### config.mk
export PLATFORM = sky130hd
export DESIGN_NAME = pipeline_hazard_ctrl
export DESIGN_NICKNAME = d
export VERILOG_FILES = /design/src/rtl/pipeline_hazard_ctrl.sv
export SDC_FILE = /design/constraint.sdc
export NUM_CORES = 1
export LEC_CHECK = 0
export ABC_CLOCK_PERIOD_IN_PS = 4900
export CAP_MARGIN = 30
export CORE_MARGIN = 5
export CORE_UTILIZATION = 45
export CTS_BUF_LIST = sky130_fd_sc_hd__clkbuf_2
export CTS_CLUSTER_SIZE = 8
export DETAILED_ROUTE_END_ITERATION = 8
export GPL_TIMING_DRIVEN = 0
export HOLD_SLACK_MARGIN = 0.03
export MAX_ROUTING_LAYER = met4
export PLACE_DENSITY = 0.83
export SYNTH_ARGS = -nofsm -noshare
export SYNTH_HDL_FRONTEND = slang
export SYNTH_SLANG_ARGS = --single-unit
### constraint.sdc
create_clock -name clk_i -period 4.9 [get_ports clk_i]
set_clock_uncertainty 0.1 [all_clocks]
set_input_delay 0.98 -clock clk_i [delete_from_list [all_inputs] [get_ports clk_i]]
set_output_delay 0.98 -clock clk_i [all_outputs]
set_load 0.005 [all_outputs]
### src/rtl/pipeline_hazard_ctrl.sv
// Stall/flush sequencer for the 5-stage pipeline: load-use stalls, ID-resolved
// branch flushes, multi-cycle MUL/DIV holds and a saturating stall counter.
module pipeline_hazard_ctrl #(
  parameter int MD_LATENCY = 4,
  parameter int CNT_W      = 16
) (
  input  logic             clk_i,
  input  logic             rst_i,
  input  logic [4:0]       ID_Rs1_i,
  input  logic [4:0]       ID_Rs2_i,
  input  logic [4:0]       EX_Rd_i,
  input  logic             EX_MemRead_i,
  input  logic             ID_MulDiv_i,
  input  logic             Branch_taken_i,
  output logic             PCWrite_o,
  output logic             IFID_Write_o,
  output logic             IFID_Flush_o,
  output logic             IDEX_Bubble_o,
  output logic             IDEX_Hold_o,
  output logic             Busy_o,
  output logic [CNT_W-1:0] StallCnt_o
);

  localparam logic [0:0] S_RUN     = 1'b0;
  localparam logic [0:0] S_MD_WAIT = 1'b1;
  localparam logic [3:0] MD_INIT   = 4'(MD_LATENCY - 1);

  logic [0:0]       r_state, w_state_nxt;
  logic [3:0]       r_cnt, w_cnt_nxt;
  logic [CNT_W-1:0] r_stall_cnt;
  logic             w_load_use;

  assign w_load_use = EX_MemRead_i && (EX_Rd_i != 5'd0) &&
                      ((EX_Rd_i == ID_Rs1_i) || (EX_Rd_i == ID_Rs2_i));

  always_comb begin
    PCWrite_o     = 1'b1;
    IFID_Write_o  = 1'b1;
    IFID_Flush_o  = 1'b0;
    IDEX_Bubble_o = 1'b0;
    IDEX_Hold_o   = 1'b0;
    w_state_nxt   = r_state;
    w_cnt_nxt     = r_cnt;
    if (rst_i) begin
      PCWrite_o     = 1'b0;
      IFID_Write_o  = 1'b0;
      IFID_Flush_o  = 1'b1;
      IDEX_Bubble_o = 1'b1;
      w_state_nxt   = S_RUN;
      w_cnt_nxt     = 4'd0;
    end else if (r_state == S_MD_WAIT) begin
      // Hazards and branches are frozen while the MUL/DIV owns EX.
      PCWrite_o    = 1'b0;
      IFID_Write_o = 1'b0;
      IDEX_Hold_o  = 1'b1;
      w_cnt_nxt    = r_cnt - 4'd1;
      if (r_cnt == 4'd1) w_state_nxt = S_RUN;
    end else if (w_load_use) begin
      PCWrite_o     = 1'b0;
      IFID_Write_o  = 1'b0;
      IDEX_Bubble_o = 1'b1;
    end else if (Branch_taken_i) begin
      IFID_Flush_o = 1'b1;
    end else if (ID_MulDiv_i) begin
      w_state_nxt = S_MD_WAIT;
      w_cnt_nxt   = MD_INIT;
    end
  end

  always_ff @(posedge clk_i) begin
    if (rst_i) begin
      r_state     <= S_RUN;
      r_cnt       <= 4'd0;
      r_stall_cnt <= '0;
    end else begin
      r_state <= w_state_nxt;
      r_cnt   <= w_cnt_nxt;
      if (!PCWrite_o && (r_stall_cnt != {CNT_W{1'b1}}))
        r_stall_cnt <= r_stall_cnt + CNT_W'(1);
    end
  end

  assign Busy_o     = (r_state == S_MD_WAIT);
  assign StallCnt_o = r_stall_cnt;

endmodule

; ---- Word level (Yosys, flattened, before mapping)
; Index checks and enable logic that the tools add are counted.
[word_totals]
register_bits = 21
inputBits = 20
output_inout_bits = 22
[op_classes]
add_sub_neg = 2
eq_ne = 6
muxes = 21
reduce_logical = 8
[op_table]
columns = cell, count
row1 = $mux W1, 17
row2 = $add A16 B1 Y16 const B, 1
row3 = $mux W4, 4
row4 = $ne A16 B16 Y1 const B, 1
row5 = $eq A5 B5 Y1, 2
row6 = $reduce_bool A5 Y1, 1
row7 = $eq A4 B1 Y1 const B, 1
row8 = $sub A4 B1 Y4 const B, 1
row9 = $logic_and A1 B1 Y1, 3
row10 = $reduce_and A3 Y1, 1
row11 = $ne A2 B1 Y1 const B, 1
row12 = $ne A2 B2 Y1 const B, 1
row13 = $reduce_bool A2 Y1, 1
row14 = $logic_not A1 Y1, 1
row15 = $logic_or A1 B1 Y1, 1

; ---- Longest topological paths before layout
[depth]
ltp_word = 8
mapped_depth = 9
mapped_depth_nobuf = 6

; ---- Worst setup path before layout
; OpenSTA, ideal clock, no wires.
[synth_path]
path_kind = in2out
startpoint = input EX_Rd_i[1]
endpoint = output PCWrite_o
t_arrival_ns = 2.283
setup_slack_ns = 1.537
path_stages = 5
n_path_buf = 1
cell_sequence = or4_1 o21ai_1 o21ai_1 nor2_1 buf_4
[synth_between]
elab_chain_len = 6
word_cells_on_any_way = 9
classes_between = eq/ne (2) / mux (3) / reduce/logical (4)
[synth_lines]
columns = item, line_no
row1 = start: declaration, 11  ; input logic [4:0] EX_Rd_i,
row2 = $eq A5 B5 Y1 or $reduce_bool A5 Y1 (tied branches), "34, 33"
row3 = $logic_or A1 B1 Y1 or $logic_and A1 B1 Y1 (tied branches), "34, 33"
row4 = $logic_and A1 B1 Y1 (*), 33  ; assign w_load_use = EX_MemRead_i && (EX_Rd_i != 5'd0) &&
row5 = $mux W1 (*) (3 in a row), --
row6 = end: declaration, 15  ; output logic PCWrite_o,
; Every way passes the cells marked *; elsewhere a longest branch is shown, timed or not.

; ---- Worst setup path after layout
[layout_path]
startpoint = input EX_Rd_i[1]
endpoint = output PCWrite_o
[layout_between]
elab_chain_len = 6
word_cells_on_any_way = 9
classes_between = eq/ne (2) / mux (3) / reduce/logical (4)
[layout_lines]
columns = item, line_no
row1 = $eq A5 B5 Y1 or $reduce_bool A5 Y1 (tied branches), "34, 33"
row2 = $logic_or A1 B1 Y1 or $logic_and A1 B1 Y1 (tied branches), "34, 33"
row3 = $logic_and A1 B1 Y1 (*), 33
row4 = $mux W1 (*), 58  ; end else if (w_load_use) begin
row5 = $mux W1 (*), 51  ; end else if (r_state == S_MD_WAIT) begin
row6 = $mux W1 (*), 44  ; if (rst_i) begin
; Marks and branches as above.

==> impl_metrics.py <==
metrics = {
    "outcome": {
        "outcome": "complete, no violations",
    },
    "pwr": {
        "leakagePower_nw": 0.759,
        "ir_drop_uv": 122,
        "power_density_nw_per_um2": 166,
    },
    "layout": {
        "syn2layout_area_growth_pct": 31.9,
        "seq_area_um2": 420,
        "nets": 265,
        "final_cell_area_um2": 2020,
        "drive_gt1_share_pct": 8.30,
        "n_fill_cell": 311,
        "diodes": 0,
        "fin_util_pct": 61.0,
        "multi_input_area_um2": 1020,
    },
    "timing": {
        "tns_ns": 0,
        "holdWs_ns": 0.420,
        "tightest_slew_ns": 0.507,
        "min_period_ns": 4.52,
        "fin_crit_sh_pct": 92.3,
        "max_freq_mhz": 221,
        "finalHoldViolCount": 0,
        "relSlewSlack_pct": 66.0,
        "drv_slew": 0,
        "rsz0062_at_grt": "false",
        "setup-violations-final": 0,
    },
    "synthesis": {
        "ys_seq_elements": 21,
        "syn_inst": 196,
        "syn_nets": 219,
        "synthFlopType": "dfxtp_1",
        "ys_top_cells_by_count": "nor2_1, dfxtp_1, nand3_1",
        "seq_area_frac_synth_pct": 27.5,
        "post-synth-top-count-cell": "nor2_1",
        "synthArstFlopShare_pct": 0,
        "synth_largest_area_cell": "dfxtp_1",
        "yosys-top-cells-area": "dfxtp_1, nor2_1, xor2_1",
        "netlist.area_leader.share_pct": 27.5,
        "synth_area_um2": 1530,
        "synth_edf_count": 0,
        "syn_avg_cell_area_um2": 7.81,
        "synth_warnings": 0,
        "synth_cell_types": 41,
    },
    "critical_path": {
        "cp.depth": 7,
        "crit_fanout": 6,
        "start_kind": "input pin",
        "slowest_delay_ns": 0.57,
        "end_kind": "output port",
        "crit_slowest_cell": "or4_1",
        "worstPathRequired_ns": 3.82,
        "ff2ff_path_depth": 9,
        "critPathTopFamily": "buffers and inverters",
        "criticalPathCategory": "input pin to output port",
        "path_cells": "clkdlybuf4s50_1 -> or4_1 -> o21ai_1 -> o21ai_1 -> nor2_1 -> buf_4 -> clkdlybuf4s50_1",
        "r2r_slack_ns": 2.44,
        "crit_buf_inv": 3,
        "timing.critical_path.from": "EX_Rd_i[1]",
        "cp_data_arrival_time_ns": 3.44,
        "r2r-end": "StallCnt_o[3]$_SDFFE_PP0P_",
        "r2r_start": "StallCnt_o[0]$_SDFFE_PP0P_",
        "crit_end": "PCWrite_o",
    },
    "clock_network": {
        "cts_tree": "done",
        "cts-htree-levels": 1,
        "path_clk_slew_ns": 0.18,
        "clkSinkCount": 21,
        "ctsResizeCount": 0,
        "numCtsBuffers": 3,
        "root_buffer": "clkbuf_2",
        "post_cts_buffers": 0,
        "cts_buffer_depth": 2,
        "clock_latency_ns": 0.33,
        "cts_hold_buf": 0,
    },
    "global_routing": {
        "grt_first_pass_wirelength_mm": 6.59,
        "grt_pass1_vias": 1417,
        "antenna_found_initial": 0,
        "grt_usage_pct": 18.9,
        "grt_overflow": 0,
        "grt_max_degree": 12,
    },
    "floorplan": {
        "dieArea_um2": 4670,
        "dieWidth_um": 68.3,
        "rows": 21,
        "io_pins": 42,
        "die_height_um": 68.3,
        "initial_core_util_pct": 46.3,
        "core_um2": 3310,
    },
    "placed_design": {
        "hpwl_mm": 2.96,
        "port_buffers": 41,
        "place_area_um2": 2000,
        "gp_congestion": 0.878,
    },
    "routing": {
        "dr.max_layer_used": "met4",
        "first_pass_iters": 4,
        "drtIter0Drc": 89,
        "wire_per_inst_um": 13.6,
        "wl_met3_um": 401,
        "met2WireLength_mm": 1.70,
        "routed_via_density": 5.51,
        "route.detailed.drc": 0,
        "drt-total-wl_mm": 3.91,
        "vias": 1582,
        "wl_met1_mm": 1.79,
        "ant_nets": 0,
    },
    "job": {
        "max_cap_violations": 0,
    },
    "min_path": {
        "hold_class": "flip-flop to flip-flop",
    },
}
power breakdown:
part / internal, mW / switching, mW
registers: 0.176 / 0.00587
logic: 0.0404 / 0.0381
clock network: 0.0216 / 0.0524
worst min-delay path by stage:
| stage | startpoint | end | cells after the start |
|---|---|---|---|
| 6_report | StallCnt_o[12]$_SDFFE_PP0P_ | StallCnt_o[12]$_SDFFE_PP0P_ | 2 |
| 5_1_grt | StallCnt_o[12]$_SDFFE_PP0P_ | StallCnt_o[12]$_SDFFE_PP0P_ | 2 |
| 2_1_floorplan | StallCnt_o[12]$_SDFFE_PP0P_ | StallCnt_o[12]$_SDFFE_PP0P_ | 2 |
| 4_1_cts | StallCnt_o[12]$_SDFFE_PP0P_ | StallCnt_o[12]$_SDFFE_PP0P_ | 2 |
| 3_5_place_dp | StallCnt_o[12]$_SDFFE_PP0P_ | StallCnt_o[12]$_SDFFE_PP0P_ | 2 |
| 3_3_place_gp | StallCnt_o[12]$_SDFFE_PP0P_ | StallCnt_o[12]$_SDFFE_PP0P_ | 2 |
final cells by class:
| type | count | share of cell area [%] |
|---|---|---|
| tap | 46 | 2.85 |
| clock buffer | 4 | 0.991 |
| timing repair buffer | 41 | 20.3 |
| buffer | 13 | 3.22 |
| sequential | 21 | 20.8 |
| multi-input combinational | 155 | 50.5 |
| inverter | 7 | 1.30 |
flip-flops by register name, indices dropped and copies added (netlist names):
signal	flops
r_cnt	4
StallCnt_o	16
Busy_o	1
layout by cell type, fill, tap and decap left out, types with 4 or more instances in the layout:
cell type         n
buf_2             4
o21ai_1           9
mux2_2            6
nor2b_1          12
nor3_1            5
clkbuf_2          4
mux2_1            5
dfxtp_1          21
clkbuf_1          7
xor2_1           11
nand3_1          15
and3_1            6
inv_1             7
nand4_1          12
nand2_1          11
clkdlybuf4s50_1  41
nor2_1           26
per-layer routing:
| metal | vias up | global-route usage [%] |
|---|---|---|
| met5 | - | - |
| met4 | 0 | 3.72 |
| met3 | 2 | 5.42 |
| met2 | 71 | 29.4 |
| met1 | 709 | 24.4 |
| li1 | 800 | - |
logic make-up (layout without fill, tap and decap cells):
group / after synthesis / in the layout / share of synthesized area [%]
simple gates: 96 / 96 / 33.0
compound gates: 30 / 30 / 13.5
flops: 21 / 21 / 27.5
buf+inv: 20 / 65 / 5.96
mux: 15 / 15 / 11.4
xor+xnor: 11 / 11 / 6.29
fa+ha+maj: 3 / 3 / 2.45
metrics by stage:
stage,power [mW],instances,setup WS (ns)
floorplan,0.224,196,1.54
global placement,0.263,283,0.367
detailed placement,0.264,283,0.347
CTS,0.339,287,0.336
global route,0.355,287,0.136
finish,0.335,287,0.375
worst register-to-register path: cells and delay by family, from the launching register on:
kind            cells  cell delay [ns]
compound gates      1             0.09
fa+ha+maj           1             0.16
buf+inv             3             0.52
flops               1             0.44
mux                 1             0.33
simple gates        3             0.75
Power figures use the tool's default switching activity.
